==> src/rtl/tick_timer_pkg.sv <==
// -----------------------------------------------------------------------------
// tick_timer_pkg
//   Shared definitions for the tick timer: the two-state run/idle encoding and
//   the 1-bit constants used when driving control flags.
// -----------------------------------------------------------------------------
package tick_timer_pkg;

   // Run state of the timer. Event pending is tracked outside this FSM.
   typedef enum logic {
      ST_IDLE = 1'b0,
      ST_RUN  = 1'b1
   } state_e;

   localparam logic BIT_ON  = 1'b1;
   localparam logic BIT_OFF = 1'b0;

endpackage : tick_timer_pkg

==> src/rtl/tick_timer_core.sv <==
// -----------------------------------------------------------------------------
// tick_timer_core
//   WIDTH-bit loadable tick counter with terminal-count compare.
//   Ports:
//     clk_i      clock
//     rst_ni     asynchronous active-low reset
//     clr_i      synchronous clear of the count (wins over inc_i)
//     inc_i      advance by one tick; wraps to zero on the terminal tick
//     limit_i    terminal count in ticks, 0 encodes 2**WIDTH
//     count_o    current count
//     at_term_o  count is at limit-1, so the next tick is terminal
// -----------------------------------------------------------------------------
module tick_timer_core #(
   parameter int WIDTH = 8
) (
   input  logic             clk_i,
   input  logic             rst_ni,
   input  logic             clr_i,
   input  logic             inc_i,
   input  logic [WIDTH-1:0] limit_i,
   output logic [WIDTH-1:0] count_o,
   output logic             at_term_o
);
   import tick_timer_pkg::*;

   localparam logic [WIDTH-1:0] ONE = {{(WIDTH-1){1'b0}}, 1'b1};

   logic [WIDTH-1:0] count_q;
   logic [WIDTH-1:0] count_d;
   logic [WIDTH-1:0] term_val;

   // limit-1 taken modulo 2**WIDTH: LIMIT=0 gives all-ones, i.e. 2**WIDTH ticks.
   assign term_val  = limit_i - ONE;
   assign at_term_o = (count_q == term_val) ? BIT_ON : BIT_OFF;
   assign count_o   = count_q;

   always_comb begin
      count_d = count_q;
      if (clr_i) begin
         count_d = '0;
      end else if (inc_i) begin
         count_d = at_term_o ? '0 : (count_q + ONE);
      end
   end

   always_ff @(posedge clk_i or negedge rst_ni) begin
      if (!rst_ni) begin
         count_q <= '0;
      end else begin
         count_q <= count_d;
      end
   end

endmodule : tick_timer_core

==> src/rtl/tick_timer.sv <==
// -----------------------------------------------------------------------------
// tick_timer
//   Programmable event timer driven by prescaler carry ticks. Counts TICK pulses
//   up to a latched limit, then raises a valid/ready event. One-shot or periodic.
//   A sticky OVERRUN flags an event that fired while the previous one was still
//   unaccepted.
//   Ports:
//     CLK          clock
//     ASYNCRESETN  asynchronous active-low reset
//     TICK         count enable pulse
//     START        strobe: latch LIMIT/PERIODIC, clear COUNT/OVERRUN, run
//     STOP         strobe: return to idle, pending event kept
//     PERIODIC     1 = reload after event, 0 = one-shot
//     LIMIT        terminal count, 0 encodes 2**WIDTH
//     COUNT        ticks since start or last wrap
//     BUSY         high while running
//     EVT_VALID    event pending
//     EVT_READY    consumer accepts the pending event
//     OVERRUN      sticky lost-event flag
// -----------------------------------------------------------------------------
module tick_timer #(
   parameter int WIDTH = 8
) (
   input  logic             CLK,
   input  logic             ASYNCRESETN,
   input  logic             TICK,
   input  logic             START,
   input  logic             STOP,
   input  logic             PERIODIC,
   input  logic [WIDTH-1:0] LIMIT,
   output logic [WIDTH-1:0] COUNT,
   output logic             BUSY,
   output logic             EVT_VALID,
   input  logic             EVT_READY,
   output logic             OVERRUN
);
   import tick_timer_pkg::*;

   state_e           state_q, state_d;
   logic [WIDTH-1:0] limit_q, limit_d;
   logic             periodic_q, periodic_d;
   logic             evt_q, evt_d;
   logic             ovr_q, ovr_d;

   logic             restart;
   logic             cnt_inc;
   logic             at_term;
   logic             term_tick;

   // STOP outranks START, which outranks TICK.
   assign restart   = START & ~STOP;
   assign cnt_inc   = (state_q == ST_RUN) & TICK & ~START & ~STOP;
   assign term_tick = cnt_inc & at_term;

   tick_timer_core #(
      .WIDTH (WIDTH)
   ) u_core (
      .clk_i     (CLK),
      .rst_ni    (ASYNCRESETN),
      .clr_i     (restart),
      .inc_i     (cnt_inc),
      .limit_i   (limit_q),
      .count_o   (COUNT),
      .at_term_o (at_term)
   );

   always_comb begin
      state_d    = state_q;
      limit_d    = limit_q;
      periodic_d = periodic_q;
      evt_d      = evt_q;
      ovr_d      = ovr_q;

      if (STOP) begin
         state_d = ST_IDLE;
      end else if (START) begin
         state_d    = ST_RUN;
         limit_d    = LIMIT;
         periodic_d = PERIODIC;
      end else if (term_tick && !periodic_q) begin
         state_d = ST_IDLE;
      end

      // A new event merges into a pending one; it is only an overrun when the
      // pending one is not being accepted in the same cycle.
      if (term_tick) begin
         evt_d = BIT_ON;
         if (evt_q && !EVT_READY) begin
            ovr_d = BIT_ON;
         end
      end else if (evt_q && EVT_READY) begin
         evt_d = BIT_OFF;
      end

      if (restart) begin
         ovr_d = BIT_OFF;
      end
   end

   always_ff @(posedge CLK or negedge ASYNCRESETN) begin
      if (!ASYNCRESETN) begin
         state_q    <= ST_IDLE;
         limit_q    <= '0;
         periodic_q <= BIT_OFF;
         evt_q      <= BIT_OFF;
         ovr_q      <= BIT_OFF;
      end else begin
         state_q    <= state_d;
         limit_q    <= limit_d;
         periodic_q <= periodic_d;
         evt_q      <= evt_d;
         ovr_q      <= ovr_d;
      end
   end

   assign BUSY      = (state_q == ST_RUN);
   assign EVT_VALID = evt_q;
   assign OVERRUN   = ovr_q;

endmodule : tick_timer
==> config.mk <==
export PLATFORM = sky130hd
export DESIGN_NAME = tick_timer
export DESIGN_NICKNAME = d
export VERILOG_FILES = /design/src/rtl/tick_timer_pkg.sv /design/src/rtl/tick_timer_core.sv /design/src/rtl/tick_timer.sv
export SDC_FILE = /design/constraint.sdc
export NUM_CORES = 1
export LEC_CHECK = 0
export ABC_CLOCK_PERIOD_IN_PS = 2700
export BUFFER_PORTS_ARGS = -buffer_cell sky130_fd_sc_hd__buf_2
export CORE_ASPECT_RATIO = 1.25
export CORE_MARGIN = 4
export CORE_UTILIZATION = 48
export CTS_CLUSTER_SIZE = 12
export DETAILED_ROUTE_END_ITERATION = 10
export MAX_ROUTING_LAYER = met4
export PLACE_DENSITY = 0.75
export SLEW_MARGIN = 10
export SYNTH_ARGS = -nofsm -noshare
export SYNTH_HDL_FRONTEND = slang
export SYNTH_HIERARCHICAL = 1
export SYNTH_SLANG_ARGS = --single-unit
==> constraint.sdc <==
create_clock -name CLK -period 2.7 [get_ports CLK]
set_clock_uncertainty 0.15 [all_clocks]
set_input_delay 0.81 -clock CLK [delete_from_list [all_inputs] [get_ports CLK]]
set_output_delay 0.81 -clock CLK [all_outputs]
set_load 0.01 [all_outputs]
==> results list <==
- Leaving out fill and tap cells, the most frequent cell in the layout is sky130_fd_sc_hd__buf_2.
* Post-detail-place hpwl: 1900 µm
- Post-synthesis average cell area: 10.5 µm²
- Pin count of the biggest net entering global routing: 25
* Number of enable flip-flop cells after synthesis: 0
- After synthesis, the largest area contributor takes up 41.5% of total cell area.
- The initial utilization of the core area, before any placement, comes to between 40% and 50%.
- Layout area overhead: 21.0%
* Cells on worst reg2reg path: 9
* Number of DRC violations after detailed routing: 0
* Vertical extent of the die: 64.0 µm
- Buffering stage count on the worst path with inverters included: 2
- Synth top area cells: sky130_fd_sc_hd__dfrtp_1 (42%), sky130_fd_sc_hd__mux2_2 (8.4%), sky130_fd_sc_hd__xnor2_1 (4.4%)
- Area used by multi-input combinational logic: 681 µm²
- For the worst setup path, the data required time is ~2.8 ns.
* Final TNS setup: 0 ns
- Worst-skew pair later-pin latency: 0.30 ns
* Post-synthesis sequential element count: 20
* Async set or reset register ratio after synthesis: 100%
- Area of the mapped netlist: 1200 µm²
- CTS built an H-tree with a depth of 1.
- Clock transition time at the flip-flop clock pins of the worst setup and hold paths: about 0.11 ns
* TritonCTS Buffers: 3
- Setup repair after global routing left no endpoint under its margin.
- For this design, the sink count on the clock tree is 20.
- Crit path kind: flop to flop
- Placed inst area: 1400 µm²
- STA classifies the critical path startpoint as a flop.
* Worst-path cell chain: inv_1 > ha_2 > or3b_4 > buf_4 > a211o_1 > a211o_1 > a211oi_4 > and4bb_2 > nor3_1
* Post-route clock period utilization: 94.5%
- Result of the run: finished, final reports clean
* First-pass GRT wire length: about 4300 µm
- Final min period: about 2.6 ns
- The die covers about 3400 µm².
- Port Buffers: 25
* Area taken by flip-flops and latches: 500 µm²
- Setup violations remaining at the end of the flow were counted as 0.
- The number of antenna violations at the first check in global routing is 0.
* Worst path max stage delay: 0.39 ns
- After the first detailed-routing iteration, the DRC count stood at 33.
- The tree is rooted in a sky130_fd_sc_hd__clkbuf_4.
- Deepest clock path buffer count: 2
* Largest fanout on the critical path: 4
- Highest-count cells in the layout ignoring fill and taps: sky130_fd_sc_hd__buf_2 (25), sky130_fd_sc_hd__dfrtp_1 (20), sky130_fd_sc_hd__mux2_2 (9), sky130_fd_sc_hd__nor2_1 (9)
* CP arrival: about 2.6 ns
- Final Hold Viols: 0
* Final weighted congestion in routability-driven placement: 0.884
* Average wire length per cell after detail routing: 13.7 µm
- 0 antenna diodes ended up in the layout.
- Die boundary width: 52.8 µm
- Total vias in the final route: 1,026
- Post-synth top flop: sky130_fd_sc_hd__dfrtp_1
- Yosys mapped the design onto 44 distinct sky130hd cell types.
- Synthesis produced a netlist with a net count of approximately 130.
* Total of warnings raised by yosys: 6
* Max-slew violation total from the final report: 0
* Highest achievable clock rate: slightly below 0.4 GHz
- Kind of end point of the critical path: flop
* Critical-path top delay cell: sky130_fd_sc_hd__dfrtp_1
- The finished cells cover 1460 µm².
* Final net count: 165
* Crit path max-delay family: compound AO/OA/AOI/OAI gates
- The total overflow left after global routing is 0.
- Power per Cell Area: around 460 nW/µm²
- Vias per cell: 5.70
* Detail Route Antenna Nets: 0
* Length of the first detailed-routing pass in iterations: 4
- Global-route usage over all layers: 17.0%
- Worst relative slew slack: around 70%
* Row Count: 20
* Slew @ Worst Pin: 0.456 ns
- The largest total area in the synthesized netlist belongs to sky130_fd_sc_hd__dfrtp_1.
* Number of violations of the max-capacitance limit: 0
- VDD sags by at most 0.335 mV.
- After synthesis, flip-flops and latches occupy about two fifths of the total area.
- Summed over all cells, the static leakage comes to 0.660 nW.
* Share of post-route cells with drive strength above 1: approximately 37%
- Hold repair after CTS inserted 0 buffers.
- CTS tree: built
- I/O pin count: 26
* Number of global-route vias before repair: between 1,000 and 1,500
- Counting every instance in the synthesized netlist gives 115.
- The worst hold path belongs to the class input port to asynchronous set/reset pin.
- The critical path runs through a total of 9 cells.
- DRT Wirelength: about 2500 µm
- Core region area: approximately 2400 µm²
* Number of fill cells: between 200 and 250
- Most frequent CP cell: sky130_fd_sc_hd__a211o_1
[stage by stage]
step	worst slack (ns)	hold WS [ns]	total power [mW]	cells	util (%)
floorplan	0.0118	0.323	0.442	115	-
finish	0.148	0.276	0.672	180	60.1
global placement	0.162	0.337	0.492	175	57.7
CTS	0.0994	0.285	0.674	179	59.2
detailed placement	0.115	0.341	0.499	175	57.7
global route	0.0231	0.305	0.706	180	60.1
[logic make-up after synthesis]
kind of cell	synth area share [%]
simple gates	22.5
compound gates	15.3
flops	41.5
mux	10.1
xor+xnor	5.82
buf+inv	2.70
fa+ha+maj	2.08
[area by class of cell]
class	instances	area share, %
inverters	4	1.20
multi-input cells	87	46.7
well taps	33	2.83
flip-flops and latches	20	34.3
repair buffers	32	12.4
clock buffers	4	2.49
[synthesized netlist by cell type, types with 3 or more instances]
library cell	number
sky130_fd_sc_hd__and3_1	4
sky130_fd_sc_hd__dfrtp_1	20
sky130_fd_sc_hd__nor2_1	9
sky130_fd_sc_hd__inv_1	3
sky130_fd_sc_hd__nand2_1	6
sky130_fd_sc_hd__a2111oi_0	5
sky130_fd_sc_hd__xnor2_1	6
sky130_fd_sc_hd__nor3_1	4
sky130_fd_sc_hd__nand3_1	3
sky130_fd_sc_hd__clkbuf_1	3
sky130_fd_sc_hd__o21ai_0	3
sky130_fd_sc_hd__mux2_2	9
[per-layer routing]
layer	vias up	global-route usage [%]	share of wire [%]
li1	501	-	-
met3	5	1.40	5.2
met4	0	7.67	1.8
met2	34	28.4	52
met5	-	-	0
met1	486	20.2	41
[timing repair]
item,in CTS,in global routing
endpoints found under the setup margin,0,9
buffers inserted,0,1
resized for setup,0,4
[power breakdown]
| group | switching (mW) | total [mW] | internal (mW) |
|---|---|---|---|
| clock network | 0.0923 | 0.175 | 0.0824 |
| logic | 0.0704 | 0.152 | 0.0820 |
| registers | 0.0229 | 0.345 | 0.322 |
[sequential cells by signal, indices dropped and copies added, names as in the netlist]
name            cells
limit_q             8
EVT_VALID           1
BUSY                1
u_core/count_o      8
OVERRUN             1
periodic_q          1
[worst paths after layout]
check	startpoint	endpoint	slack (ns)
min in group CLK	OVERRUN	OVERRUN	0.36
min	ASYNCRESETN	limit_q[7]	0.28
max	limit_q[0]	BUSY	0.15
max reg2reg	limit_q[0]	BUSY	0.15
max in group asynchronous	ASYNCRESETN	u_core/count_o[0]	1.83
min reg2reg	OVERRUN	OVERRUN	0.36
Note: power is estimated with default switching activity, not from simulation.
